## src/rtl/tboom_pdst_release_unit.sv

```systemverilog
// Retire-side release queue: collects stale physical destinations from up to two
// commits per cycle and drains up to two per cycle into the freelist write ports.
module tboom_pdst_release_unit #(
    parameter int DATA_WIDTH     = 6,
    parameter int ARCH_REG_WIDTH = 5,
    parameter int QUEUE_DEPTH    = 8
) (
    input  logic                          clk,
    input  logic                          rst_n,
    input  logic                          c0_valid,
    input  logic                          c0_has_dst,
    input  logic [ARCH_REG_WIDTH-1:0]     c0_ldst,
    input  logic [DATA_WIDTH-1:0]         c0_stale_pdst,
    input  logic                          c1_valid,
    input  logic                          c1_has_dst,
    input  logic [ARCH_REG_WIDTH-1:0]     c1_ldst,
    input  logic [DATA_WIDTH-1:0]         c1_stale_pdst,
    output logic                          commit_ready,
    input  logic                          fl_full,
    input  logic                          fl_restore,
    output logic                          fl_i0_write_enable,
    output logic [DATA_WIDTH-1:0]         fl_i0_data,
    output logic                          fl_i1_write_enable,
    output logic [DATA_WIDTH-1:0]         fl_i1_data,
    output logic [$clog2(QUEUE_DEPTH):0]  count,
    output logic                          overflow
);

    localparam int PTR_W = $clog2(QUEUE_DEPTH);
    localparam int CNT_W = PTR_W + 1;

    logic [DATA_WIDTH-1:0] mem [QUEUE_DEPTH];
    logic [PTR_W-1:0]      wr_ptr;
    logic [PTR_W-1:0]      rd_ptr;
    logic [PTR_W-1:0]      rd_ptr_p1;
    logic [PTR_W-1:0]      wr_ptr_p1;
    logic [CNT_W-1:0]      count_q;
    logic                  overflow_q;

    logic                  rel0;
    logic                  rel1;
    logic [1:0]            enq_req;
    logic [1:0]            enq_acc;
    logic [1:0]            deq;
    logic                  drop;
    logic                  stall;
    logic [CNT_W-1:0]      space;
    logic [DATA_WIDTH-1:0] first_data;

    // Writes to architectural x0 never free a physical register.
    assign rel0       = c0_valid && c0_has_dst && (c0_ldst != '0);
    assign rel1       = c1_valid && c1_has_dst && (c1_ldst != '0);
    assign enq_req    = {1'b0, rel0} + {1'b0, rel1};
    assign first_data = rel0 ? c0_stale_pdst : c1_stale_pdst;
    assign space      = CNT_W'(QUEUE_DEPTH) - count_q;
    assign stall      = fl_full || fl_restore;
    assign rd_ptr_p1  = rd_ptr + PTR_W'(1);
    assign wr_ptr_p1  = wr_ptr + PTR_W'(1);

    // NOTE: every always_comb output gets a default first so no path infers a latch.
    always_comb begin
        enq_acc = enq_req;
        drop    = 1'b0;
        // Space is judged on start-of-cycle occupancy; same-cycle drains do not help.
        if (space < CNT_W'(enq_req)) begin
            enq_acc = space[1:0];
            drop    = 1'b1;
        end
    end

    always_comb begin
        deq = 2'd0;
        if (!stall) begin
            if (count_q >= CNT_W'(2))      deq = 2'd2;
            else if (count_q == CNT_W'(1)) deq = 2'd1;
        end
    end

    assign fl_i0_write_enable = (deq != 2'd0);
    assign fl_i1_write_enable = (deq == 2'd2);
    assign fl_i0_data         = fl_i0_write_enable ? mem[rd_ptr]    : '0;
    assign fl_i1_data         = fl_i1_write_enable ? mem[rd_ptr_p1] : '0;
    assign commit_ready       = (space >= CNT_W'(2));
    assign count              = count_q;
    assign overflow           = overflow_q;

    // NOTE: sequential state uses non-blocking assignments so all flops update together.
    always_ff @(posedge clk or negedge rst_n) begin
        if (!rst_n) begin
            wr_ptr     <= '0;
            rd_ptr     <= '0;
            count_q    <= '0;
            overflow_q <= 1'b0;
        end else begin
            wr_ptr  <= wr_ptr + PTR_W'(enq_acc);
            rd_ptr  <= rd_ptr + PTR_W'(deq);
            count_q <= count_q + CNT_W'(enq_acc) - CNT_W'(deq);
            if (drop) overflow_q <= 1'b1;
        end
    end

    // NOTE: queue storage is deliberately not reset; occupancy alone decides validity.
    always_ff @(posedge clk) begin
        if (enq_acc != 2'd0) mem[wr_ptr]    <= first_data;
        if (enq_acc == 2'd2) mem[wr_ptr_p1] <= c1_stale_pdst;
    end

endmodule
```

## config.mk

```make
export PLATFORM = sky130hd
export DESIGN_NAME = tboom_pdst_release_unit
export DESIGN_NICKNAME = d
export VERILOG_FILES = /design/src/rtl/tboom_pdst_release_unit.sv
export SDC_FILE = /design/constraint.sdc
export NUM_CORES = 1
export LEC_CHECK = 0
export CORE_ASPECT_RATIO = 1.1
export CORE_UTILIZATION = 40
export CTS_CLUSTER_DIAMETER = 30
export DETAILED_ROUTE_END_ITERATION = 7
export REMOVE_ABC_BUFFERS = 1
export SLEW_MARGIN = 40
export SYNTH_ARGS = -nofsm -noshare
export SYNTH_HDL_FRONTEND = slang
export SYNTH_SLANG_ARGS = --single-unit
```

## constraint.sdc

```tcl
create_clock -name clk -period 3.7 [get_ports clk]
set_input_delay 0.37 -clock clk [delete_from_list [all_inputs] [get_ports clk]]
set_output_delay 0.37 -clock clk [all_outputs]
set_load 0.01 [all_outputs]
```

==> results.txt <==
----------------------------------------------------
[Min path]
  Path class of the lowest-slack min-delay path ... in -> async

[Drt]
  Number of vias after detailed routing ... 2693
  Highest routed layer ... met4
  Detailed-route wire length ... 9480 um
  Initial detailed-routing violation count ... 139
  Via count normalized by instance count ... 5.55
  WL/cell ... 19.5 um
  Met3 Wirelength ... 514 um
  Length of the first detailed-routing pass in iterations ... 4
  Wire length the detailed router placed on met1 ... 3700 um
  Number of routed nets with antenna violations ... 0
  Sum of met2 wire segment lengths after detailed routing ... 5040 um
  # DRC ... 0

[STA]
  Final worst-path cycle share ... 97.7%
  Timing-limited maximum frequency ... 277 MHz
  Final critical path time including I/O delays and setup ... 3.62 ns
  Final hold violation count ... 0
  Final count of pins violating max slew ... 0
  Worst hold slack across all endpoints ... 0.371 ns
  Worst-Margin Slew ... 0.824 ns
  Setup slack of the critical path after layout ... 0.0837 ns
  Number of setup violations in the final report ... 0
  Relative slew slack ... 44.4%
  Clock skew after layout ... 0.0101 ns

[Clock tree]
  Clock-pin slew of the registers on the worst-case setup and hold paths ... 0.07 ns
  Max Buffers Root-to-Sink ... 2
  CTS tree ... done
  Clock latency on the worst-skew pair ... 0.34 ns
  Deepest level of the CTS H-tree ... 3
  Number of clock sinks seen by CTS ... 59
  Buffers inserted by post-CTS timing repair ... 0
  Clock root buffer ... sky130_fd_sc_hd__clkbuf_8
  Total clock buffers created by CTS ... 9

[Logic synthesis]
  Synth Register Bits ... 59
  Fraction of registers with async set or reset after synthesis ... 18.6%
  Number of synthesis warnings ... 0
  Synthesized netlist cell count ... 284
  Mapped Avg Cell Area ... 13.8 um2
  Netlist Area Pre-Place ... 0.00393 mm2
  Cell types with the largest area share after synthesis ... sky130_fd_sc_hd__edfxtp_1 37%, sky130_fd_sc_hd__mux2_2 15%, sky130_fd_sc_hd__mux4_2 14%
  Most common cell in the synthesized netlist ... sky130_fd_sc_hd__mux2_2
  Count of flip-flops with a built-in enable after synthesis ... 48
  Most frequent cells after synthesis ... 54 x sky130_fd_sc_hd__mux2_2, 48 x sky130_fd_sc_hd__edfxtp_1, 24 x sky130_fd_sc_hd__mux4_2
  Fraction of synthesized cell area taken by the top area cell type ... 36.7%
  Seq/Total Area, Yosys ... 43.7%
  Netlist cell types ... 41
  Library cell occupying the most area in the post-synthesis netlist ... sky130_fd_sc_hd__edfxtp_1
  Dominant register cell in the synthesized netlist ... sky130_fd_sc_hd__edfxtp_1

[Global routing]
  Pin count of the biggest net entering global routing ... 26
  Total congestion overflow ... 0
  Global-route wire length before repair ... 15000 um
  Via count of the first global-routing pass ... 2827
  Global-route total usage across every layer ... 20.7%
  Initial antenna violation count ... 0

[Die]
  FP Rows ... 37
  Area of the die ... 0.0102 mm2
  Horizontal extent of the die ... 96.5 um
  Number of top-level pins ... 50
  Core area ... 0.00944 mm2
  Die extent in y ... 106 um
  Initial standard-cell utilization of the core ... 41.6%

[Power]
  P per Cell Area ... 735 mW/mm2
  Cell leakage power ... 1.88 nW
  Worst vdd rail ir drop ... 0.000246 V

[Setup path]
  Critical-path top delay cell ... sky130_fd_sc_hd__o41ai_1
  Logic depth of the worst register-to-register path ... 9
  Crit-path cells ... clkdlybuf4s50_1 > or3_1 > o311a_1 > ha_1 > inv_1 > ha_1 > a21oi_2 > nand2_1 > buf_4 > a31o_2 > o41ai_1 > buf_4
  Worst Path Arrival ... 3.67 ns
  Critical Path Max Stage Delay ... 0.69 ns
  Buffers and inverters on the worst path ... 4
  FF-to-FF Start ... count[1]
  Largest delay contributor family on the critical path ... compound AO/OA/AOI/OAI gates
  Kind of capture point of the worst setup path ... flop
  Worst Setup Start Kind ... input port
  Required time of the critical path ... 3.76 ns
  Worst-case register-to-register setup slack ... 0.36 ns
  Worst r2r dst ... mem[2][2]
  Worst-path fanout max ... 8
  Worst Path Class, Setup ... in -> reg

[Finish]
  Area growth from synthesis to final layout ... 26.8%
  Nets@finish ... 412
  Final Instance Area ... 0.00498 mm2
  Layout cell share with drive strength beyond 1 ... 35.3%
  Filler Cells Inserted ... 826
  Inserted Diodes ... 0
  Post-Layout Cell Count ... 485

[Placement]
  Placement Cell Area ... 0.00476 mm2
  Number of placed cells counting well taps ... 469
  Worst Setup Slack post-DPL ... -0.169 ns
  Dpl hpwl ... 6850 um
  Final RePlAce weighted congestion ... 0.787
  Port bufs ... 49

[Run]
  Number of max-capacitance violations reported ... 0

[Run status]
  Outcome ... complete, no violations

----------------------------------------------------
==> timing repair <==
item                                   4_1_cts  5_1_grt
setup endpoints to repair                    0        2
hold buffers                                 0        0
endpoints found under the hold margin        0        0
resized for setup                            0        2
==> where the power goes <==
part	switching (mW)	leakage, nW	internal, mW
clock network	0.261	0.105	0.377
logic	0.910	1.21	1.04
registers	0.156	0.563	0.917
total	1.33	1.88	2.33
==> worst max path at each step <==
| stage | startpoint | endpoint | slack [ns] | cells after the start |
|---|---|---|---|---|
| floorplan | c0_ldst[1] | count[3] | 0.05 | 14 |
| global placement | c0_ldst[1] | mem[2][5] | -0.12 | 12 |
| detailed placement | c0_ldst[1] | count[3] | -0.17 | 15 |
| CTS | c0_ldst[1] | count[3] | 0.18 | 15 |
| global route | c0_ldst[1] | count[3] | -0.002 | 15 |
| finish | c0_ldst[1] | mem[2][2] | 0.08 | 12 |
==> final cells by class <==
class                      instances  area (um2)  area share [%]
multi-input combinational        192        2080            41.7
clock inverter                     5        77.6            1.56
clock buffer                      11         131            2.64
timing repair buffer              81         756            15.2
inverter                          20        75.1            1.51
tap                              117         146            2.94
sequential                        59        1720            34.5
==> metrics by stage <==
step / total power [mW] / util [%] / TNS, ns
finish: 3.66 / 52.7 / 0
global route: 3.91 / 52.7 / -0.00236
CTS: 3.69 / 52.6 / 0
detailed placement: 3.04 / 50.4 / -1.39
global placement: 3.01 / 50.4 / -1.00
floorplan: 2.33 / - / 0
==> layout by cell type (no fill, tap or decap), types with 2 or more instances in the layout <==
master and count:
sky130_fd_sc_hd__mux2_2 54, sky130_fd_sc_hd__clkdlybuf4s50_1 49, sky130_fd_sc_hd__edfxtp_1 48, sky130_fd_sc_hd__buf_4 30, sky130_fd_sc_hd__mux4_2 24, sky130_fd_sc_hd__inv_1 20, sky130_fd_sc_hd__nor2_1 19, sky130_fd_sc_hd__ha_1 15
sky130_fd_sc_hd__mux2i_1 12, sky130_fd_sc_hd__dfrtp_1 11, sky130_fd_sc_hd__clkbuf_8 9, sky130_fd_sc_hd__nand2_1 7, sky130_fd_sc_hd__a21o_1 7, sky130_fd_sc_hd__or3_1 5, sky130_fd_sc_hd__xor2_1 4, sky130_fd_sc_hd__a21boi_2 4
sky130_fd_sc_hd__o21bai_1 4, sky130_fd_sc_hd__fa_1 4, sky130_fd_sc_hd__o21ai_0 3, sky130_fd_sc_hd__xnor2_1 3, sky130_fd_sc_hd__o311a_1 2, sky130_fd_sc_hd__nand2b_1 2, sky130_fd_sc_hd__a21oi_1 2, sky130_fd_sc_hd__nand3b_1 2
sky130_fd_sc_hd__nand3_1 2, sky130_fd_sc_hd__bufinv_16 2, sky130_fd_sc_hd__clkbuf_1 2, sky130_fd_sc_hd__buf_12 2
==> logic make-up after synthesis <==
kind of cell | synth area share, %
compound gates | 6.28
xor+xnor | 1.56
fa+ha+maj | 6.82
buf+inv | 3.57
flops | 43.7
mux | 32.6
simple gates | 5.45
==> state kept, by name (all words and copies together) (netlist names) <==
signal    flops
count         4
mem          48
overflow      1
rd_ptr        3
wr_ptr        3
==> per-layer routing <==
layer  vias up  GRT usage, %
li1       1258             -
met5         -             0
met4         0          8.72
met3        17          3.79
met2        84          35.4
met1      1334          25.1
Note: power is estimated with default switching activity, not from simulation.
